<file path="config.mk">
export PLATFORM = sky130hd
export DESIGN_NAME = dmem_arbiter
export DESIGN_NICKNAME = d
export VERILOG_FILES = /design/src/rtl/riscv_mem_pkg.sv /design/src/rtl/dmem_arbiter_rr_pick2.sv /design/src/rtl/dmem_arbiter.sv
export SDC_FILE = /design/constraint.sdc
export NUM_CORES = 1
export LEC_CHECK = 0
export CORE_AREA = 2 2 115 117
export DETAILED_ROUTE_END_ITERATION = 16
export DIE_AREA = 0 0 117 119
export PLACE_DENSITY = 0.72
export SKIP_CTS_REPAIR_TIMING = 1
export SYNTH_ARGS = -nofsm -noshare
export SYNTH_HDL_FRONTEND = slang
export SYNTH_HIERARCHICAL = 1
export SYNTH_SLANG_ARGS = --single-unit
export TNS_END_PERCENT = 100
</file>
<file path="constraint.sdc">
create_clock -name clk -period 2.25 [get_ports clk]
set_clock_uncertainty 0.2 [all_clocks]
set_input_delay 0.45 -clock clk [delete_from_list [all_inputs] [get_ports clk]]
set_output_delay 0.45 -clock clk [all_outputs]
set_load 0.05 [all_outputs]
</file>
<file path="src/rtl/riscv_mem_pkg.sv">
// Shared types and constants for the data-memory arbiter: FSM states,
// requester ids and default port widths.
package riscv_mem_pkg;

  localparam int MEM_ADDR_W = 32;
  localparam int MEM_DATA_W = 32;

  typedef enum logic [1:0] {
    IDLE   = 2'd0,
    ACCESS = 2'd1,
    RESP   = 2'd2
  } arb_state_t;

  localparam logic M0 = 1'b0;
  localparam logic M1 = 1'b1;

  function automatic logic other_master(input logic g);
    return ~g;
  endfunction

endpackage

</file>
<file path="src/rtl/dmem_arbiter_rr_pick2.sv">
// Two-way combinational winner select. DMEM_ARB_RR_EN selects round-robin
// tie-breaking against last_grant; otherwise m0 has fixed priority.
module rr_pick2
  import riscv_mem_pkg::*;
(
  input  logic i_req0,
  input  logic i_req1,
  input  logic i_last_grant,
  output logic o_gnt
);

`ifdef DMEM_ARB_RR_EN
  always_comb begin
    o_gnt = M0;
    if (i_req0 && i_req1) begin
      o_gnt = other_master(i_last_grant);
    end else if (i_req1) begin
      o_gnt = M1;
    end else begin
      o_gnt = M0;
    end
  end
`else
  // History only matters for round-robin; fixed priority ignores it.
  logic w_unused_last_grant;
  assign w_unused_last_grant = i_last_grant;

  always_comb begin
    o_gnt = M0;
    if (i_req0) begin
      o_gnt = M0;
    end else if (i_req1) begin
      o_gnt = M1;
    end else begin
      o_gnt = M0;
    end
  end
`endif

endmodule

</file>
<file path="src/rtl/dmem_arbiter.sv">
// Shares one data-memory port between m0 (CPU) and m1 (DMA/loader) with an
// IDLE/ACCESS/RESP FSM. Tie-break policy set by DMEM_ARB_RR_EN (see rr_pick2).
module dmem_arbiter
  import riscv_mem_pkg::*;
#(
  parameter int ADDR_W = MEM_ADDR_W,
  parameter int DATA_W = MEM_DATA_W
) (
  input  logic              clk,
  input  logic              reset,
  input  logic              m0_req,
  input  logic              m0_we,
  input  logic [ADDR_W-1:0] m0_addr,
  input  logic [DATA_W-1:0] m0_wdata,
  output logic              m0_ready,
  output logic [DATA_W-1:0] m0_rdata,
  input  logic              m1_req,
  input  logic              m1_we,
  input  logic [ADDR_W-1:0] m1_addr,
  input  logic [DATA_W-1:0] m1_wdata,
  output logic              m1_ready,
  output logic [DATA_W-1:0] m1_rdata,
  output logic [ADDR_W-1:0] DataAdr,
  output logic [DATA_W-1:0] WriteData,
  output logic              MemWrite,
  input  logic [DATA_W-1:0] ReadData
);

  arb_state_t        r_state;
  logic              r_gnt;
  logic              r_last_grant;
  logic              r_m0_ready;
  logic              r_m1_ready;
  logic [DATA_W-1:0] r_m0_rdata;
  logic [DATA_W-1:0] r_m1_rdata;
  logic              w_winner;

  rr_pick2 u_pick (
    .i_req0       (m0_req),
    .i_req1       (m1_req),
    .i_last_grant (r_last_grant),
    .o_gnt        (w_winner)
  );

  // Memory port follows the granted requester live, but only during ACCESS.
  always_comb begin
    DataAdr   = '0;
    WriteData = '0;
    MemWrite  = 1'b0;
    if (r_state == ACCESS) begin
      if (r_gnt == M1) begin
        DataAdr   = m1_addr;
        WriteData = m1_wdata;
        MemWrite  = m1_we;
      end else begin
        DataAdr   = m0_addr;
        WriteData = m0_wdata;
        MemWrite  = m0_we;
      end
    end else begin
      DataAdr   = '0;
      WriteData = '0;
      MemWrite  = 1'b0;
    end
  end

  // last_grant resets to m1 so the first round-robin tie goes to m0.
  always_ff @(posedge clk or negedge reset) begin
    if (!reset) begin
      r_state      <= IDLE;
      r_gnt        <= M0;
      r_last_grant <= M1;
      r_m0_ready   <= 1'b0;
      r_m1_ready   <= 1'b0;
      r_m0_rdata   <= '0;
      r_m1_rdata   <= '0;
    end else begin
      case (r_state)
        IDLE: begin
          r_m0_ready <= 1'b0;
          r_m1_ready <= 1'b0;
          if (m0_req || m1_req) begin
            r_gnt   <= w_winner;
            r_state <= ACCESS;
          end
        end
        ACCESS: begin
          if (r_gnt == M1) begin
            r_m1_ready <= 1'b1;
            if (!m1_we) begin
              r_m1_rdata <= ReadData;
            end
          end else begin
            r_m0_ready <= 1'b1;
            if (!m0_we) begin
              r_m0_rdata <= ReadData;
            end
          end
          r_last_grant <= r_gnt;
          r_state      <= RESP;
        end
        RESP: begin
          r_m0_ready <= 1'b0;
          r_m1_ready <= 1'b0;
          r_state    <= IDLE;
        end
        default: begin
          r_m0_ready <= 1'b0;
          r_m1_ready <= 1'b0;
          r_state    <= IDLE;
        end
      endcase
    end
  end

  assign m0_ready = r_m0_ready;
  assign m1_ready = r_m1_ready;
  assign m0_rdata = r_m0_rdata;
  assign m1_rdata = r_m1_rdata;

endmodule

</file>
==> summary.md <==
| Metric | Value |
|---|---|
| Crit. End Element | output pin |
| Slew Limit Headroom | 64.2% |
| Fin crit share | 102% |
| Final Hold Viols | 0 |
| Routed wire per std cell | 17.7 um |
| Fin crit period | 2.30 ns |
| # port buffers | 296 |
| Total die area | 13,900 sq um |
| GR peak layer | met2 |
| Setup_tns | -0.158 ns |
| Rows | 42 |
| CP max stage delay | 0.52 ns |
| Die Ht | 119 um |
| CP startpoint kind | flip-flop |
| Routed WL | 13,800 um |
| Actual slew at the worst max-slew pin | 0.536 ns |
| Hold Crit Class | reg2reg |
| Final core utilization | 61.7% |
| Largest net degree at the start of global routing | 49 |
| Final worst setup slack | -0.0498 ns |
| Cells on Worst Hold Path | 1 |
| Post-DP HPWL | 11,000 um |
| Cell-by-cell trace of the critical path | buf_12 > mux2i_1 > nor2_1 > buf_12 |
| Worst reg2reg path depth | 5 |
| Root Driver | clkbuf_16 |
| Post-route ant nets | 0 |
| Pwr Density | 1580 nW/um^2 |
| Dpl cell area | 7440 sq um |
| Max clock buf depth | 2 |
| Initial Util | 27.8% |
| Syn nets | 463 |
| P_leak | 0.00320 uW |
| CP required | 1.60 ns |
| Clock sink count | 69 |
| Num ports | 297 |
| Crit Path Max Fanout | 22 |
| Most frequent CP cell | buf_12 |
| Number of iterations in the first detailed-routing pass | 4 |
| DRC viols | 0 |
| Synth Warn # | 6 |
| Total global-route track usage | 19.5% |
| Critical path arrival | 1.65 ns |
| Via Count | 3,464 |
| Hold WS | 0.254 ns |
| CTS buffer count | 9 |
| Mapped Cells | 297 |
| Maximum vdd drop | 0.000744 V |
| Failing checks | negative setup slack |
| H-Tree Depth | 3 |
| FILL cells | 1,036 |
| Outcome | complete, but fails checks |
| RSZ-0062 raised after global routing | yes |
| Slowest stage cell, crit path | dfrtp_4 |
| Max frequency | 0.435 GHz |
| Met1 Use GR | 19.9% |
| Final nets | 764 |
| Die width | 117 um |
| P&R area growth vs syn | 122% |
| Mapped Area | 3580 sq um |
| Share of cells above drive strength 1 | 33.7% |
| Maxcap violations | 0 |
| Final Max Slew Viols | 0 |
| Initial drt markers | 135 |
| Via/cell ratio | 4.45 |
| M3 GR Usage | 8.75% |
| CTS tree | done |
| Clock latency on the worst-skew pair | 0.32 ns |
| Core area | 12,900 sq um |
| Setup CP Type | reg2out |
| Grt total ovfl | 0 |
| Number of global-route vias before repair | 3,947 |
| RePlAce Congestion | 0.894 |
| Ant diodes | 0 |
| Clock transition at path regs | 0.05 ns |
| First-pass GRT wire length | 20,600 um |
| Mean Syn Cell Area | 12.1 sq um |
| Setup violators final | 7 |
| GRT met2 Usage | 34.7% |
| Design area | 7940 sq um |
| Initial antenna violation count | 0 |
==> state kept, by name, indices dropped and copies added (netlist names) <==
signal and count:
m0_rdata 32, m1_rdata 32, r_state 2, m0_ready 1, m1_ready 1, r_gnt 1
==> final timing paths <==
path                                 start      endpoint  slack [ns]
worst max-delay path                 r_gnt   DataAdr[21]       -0.05
worst min-delay path            r_state[1]    r_state[0]        0.25
worst max register to register       r_gnt  m1_rdata[20]        0.31
worst min register to register  r_state[1]    r_state[0]        0.25
max in group asynchronous            reset         r_gnt        0.73
min in group asynchronous            reset  m1_rdata[28]        0.46
==> where the power goes <==
part | leakage, uW | internal [uW] | switching (uW) | total [uW]
Sequential | 0.000834 | 1860 | 355 | 2220
Combinational | 0.00222 | 3740 | 5140 | 8870
Clock | 0.000148 | 917 | 500 | 1420
Total | 0.00320 | 6520 | 5990 | 12500
==> per-stage QoR <==
stage               std cells  setup slack [ns]  power (uW)
finish                    779           -0.0498       12500
global route              779            -0.102       13000
CTS                       772            -0.154       12400
detailed placement        756             0.115       10900
global placement          756             0.135       10800
floorplan                 297           -0.0460        7190
==> final cells by class <==
| cell class | count | area [sq um] | share of cell area, % |
|---|---|---|---|
| timing repair buffer | 312 | 3840 | 48.4 |
| sequential | 69 | 1730 | 21.8 |
| clock buffer | 11 | 253 | 3.18 |
| tap | 176 | 220 | 2.77 |
| multi-input combinational | 204 | 1830 | 23.0 |
| inverter | 2 | 7.51 | 0.0945 |
| clock inverter | 5 | 58.8 | 0.741 |
==> metal layers <==
layer | up-vias | routed length [um]
met4 | 0 | 368
li1 | 1615 | -
met1 | 1654 | 4680
met5 | - | 0
met3 | 22 | 1450
met2 | 173 | 7250
==> placed cells by master (no fill, tap or decap), drive strengths merged <==
master         count
dfrtp             69
clkinvlp           2
nor2              68
nor2b              1
a21oi              1
dlygate4sd3        1
mux2i             65
clkdlybuf4s50    230
nor3b              1
nand2b             1
inv                2
nor3               2
clkbuf            12
mux2              65
buf               80
bufinv             1
clkinv             2
==> critical path: cells and delay by family, from the launching register on <==
family / cells / cell delay (ns)
simple gates: 1 / 0.11
flops: 1 / 0.52
mux: 1 / 0.29
buf+inv: 2 / 0.38
No activity file was read; power rests on OpenSTA's default activity.
==> patch (same settings) <==
Add a define of `DMEM_ARB_RR_EN`.
--- a/src/rtl/dmem_arbiter_rr_pick2.sv
+++ b/src/rtl/dmem_arbiter_rr_pick2.sv
@@ -1,5 +1,7 @@
 // Two-way combinational winner select. DMEM_ARB_RR_EN selects round-robin
 // tie-breaking against last_grant; otherwise m0 has fixed priority.
+`define DMEM_ARB_RR_EN
+
 module rr_pick2
   import riscv_mem_pkg::*;
 (
Formal check against the unedited RTL: not equivalent (Yosys sat finds a counterexample within 10 cycles, from zero or initial values and one cycle with reset low).
==> patch against the original RTL <==
  * Final area decreased by 0.13%
  * Setup slack better by 0.053 ns
  * Power up 3.3%
  * Sequential cell count rose by 1
  * Routed wire length is 3.7% lower
  * Synthesized area increased by 0.98%
  * Worst hold slack better by 0.013 ns
  * Sequential share of layout area grew 0.37 points
  * Critical endpoint is now WriteData[5]
  * First-iteration DRC count up 3.7%
==> patch: results (changes against the original RTL) <==
| Metric | Value |
|---|---|
| Status | finished clean |
| Pre-Repair DR Iteration Count | 6 (+2) |
| Worst hold start | r_last_grant$_DFFE_PN1N_ |
| GP Congestion | 0.830 (-7.1%) |
| Crit-path max FO | 18 (-18%) |
| Initial antenna violation count | 1 (+1) |
| Most area-consuming cells after synthesis | dfrtp_1 48%, mux2_2 19%, mux2i_1 18%, nor2_1 7.1%, mux2_1 1.6% |
| Slowest stage delay, CP | 0.52 ns (about the same) |
| Worst setup SP type | flop |
| Synth unique cells | 19 |
| Worst IR drop on VDD | 0.000809 V (+8.7%) |
| Vias in the first global route | 3558 (-9.9%) |
| CP Capture Point | WriteData[5] |
| Syn Nets | 467 (+0.86%) |
| H-tree depth | 3 (unchanged) |
| Top Family by Delay on Critical Path | flip-flops |
| Async SR Flop Fraction | 100% |
| Reg2Reg Launch Point | r_gnt$_DFFE_PN0P_ |
| Synth top cells by count | 69 x dfrtp_1, 68 x nor2_1, 65 x mux2i_1 |
| Share of cells above drive strength 1 | 33.3% (-0.39 points) |
| Via density per instance | 4.45 (about the same) |
| Clk_lat worst skew | 0.32 ns (about the same) |
| Crit path DAT | 1.60 ns (-0.05 ns) |
| Final nets | 768 (+0.52%) |
| Root buf cell | clkbuf_16 |
| CTS Buf Count | 9 (unchanged) |
| Filler instances | 1012 (-2.3%) |
| Slowest stage cell, crit path | dfrtp_4 |
| Setup slack, reg-to-reg | 0.38 ns (+0.07 ns) |
| Tot GR Track Use | 18.2% (-1.3 points) |
| Per-cell routed wire length | 16.9 µm (-4.3%) |
| Clock Tree Buf Depth | 2 (unchanged) |
| Hpwl dp | 10600 µm (-3.6%) |
| R2R cell count | 4 (-1) |
| Worst Hold Class | reg2reg |
| Slew @ Worst Pin | 0.561 ns (+0.0249 ns) |
| Clock-pin slew on the worst setup and hold paths | 0.05 ns (about the same) |
| P_leak | 3.28 nW (+2.5%) |
| Top FF cell, synth | dfrtp_1 |
| Initial DRC count | 140 (+3.7%) |
| First-pass GRT wire length | 19100 µm (-7.0%) |
| Part of the Yosys area used for sequential elements | 48.5% |
| Synth warn | 6 (unchanged) |
| Worst Hold End | r_last_grant$_DFFE_PN1N_ |
| Place WS | 0.110 ns (-0.00441 ns) |
| Largest net degree at the start of global routing | 41 (-16%) |
| Buffers on Ports | 296 (unchanged) |
| Min-Delay Path Depth | 2 (+1) |
| Reg-to-Reg End | m0_rdata[17]$_DFFE_PN0P_ |
| Slack of the critical path | 0.00340 ns (+0.0532 ns) |
==> patch: report_power, final <==
group,internal [mW],total (mW),switching [mW]
Combinational,3.93,9.33,5.40
Clock,0.832,1.33,0.496
Sequential,1.91,2.27,0.353
==> patch: worst min-delay path, cell delays in order, from the launching register on <==
cell and delay, ns:
dfstp_2 0.37, nand2_1 0.05, nand2_1 0.05
==> patch: final cells by class <==
cell class	instances	area [µm²]	share of cell area, %
clock buffer	13	270	3.41
antenna	1	2.50	0.0316
sequential	70	1760	22.2
inverter	2	7.51	0.0947
timing repair buffer	311	3820	48.2
multi-input combinational	208	1840	23.1
clock inverter	3	17.5	0.221
tap	176	220	2.78
==> patch: per-stage QoR <==
step	std cells	hold WS [ns]	area [µm²]
final	784	0.266	7930
after global routing	784	0.282	7930
after CTS	779	-0.0822	7760
after detailed placement	763	0.256	7480
after global placement	763	0.238	7480
after floorplan	301	-0.0456	3620
==> patch: cell families after synthesis <==
family          count (synthesis)  synth area share, %
simple gates                   75                 8.85
compound gates                  2                0.450
flops                          70                 48.5
mux                           130                 38.2
buf+inv                        24                 4.01
==> patch: layer usage <==
| metal | GRT usage [%] | vias up | routed length (µm) |
|---|---|---|---|
| met4 | 6.84 | 0 | 328 |
| met2 | 31.2 | 174 | 6820 |
| met3 | 7.38 | 21 | 1330 |
| met5 | 0 | - | 0 |
| li1 | - | 1640 | - |
| met1 | 20.0 | 1654 | 4770 |
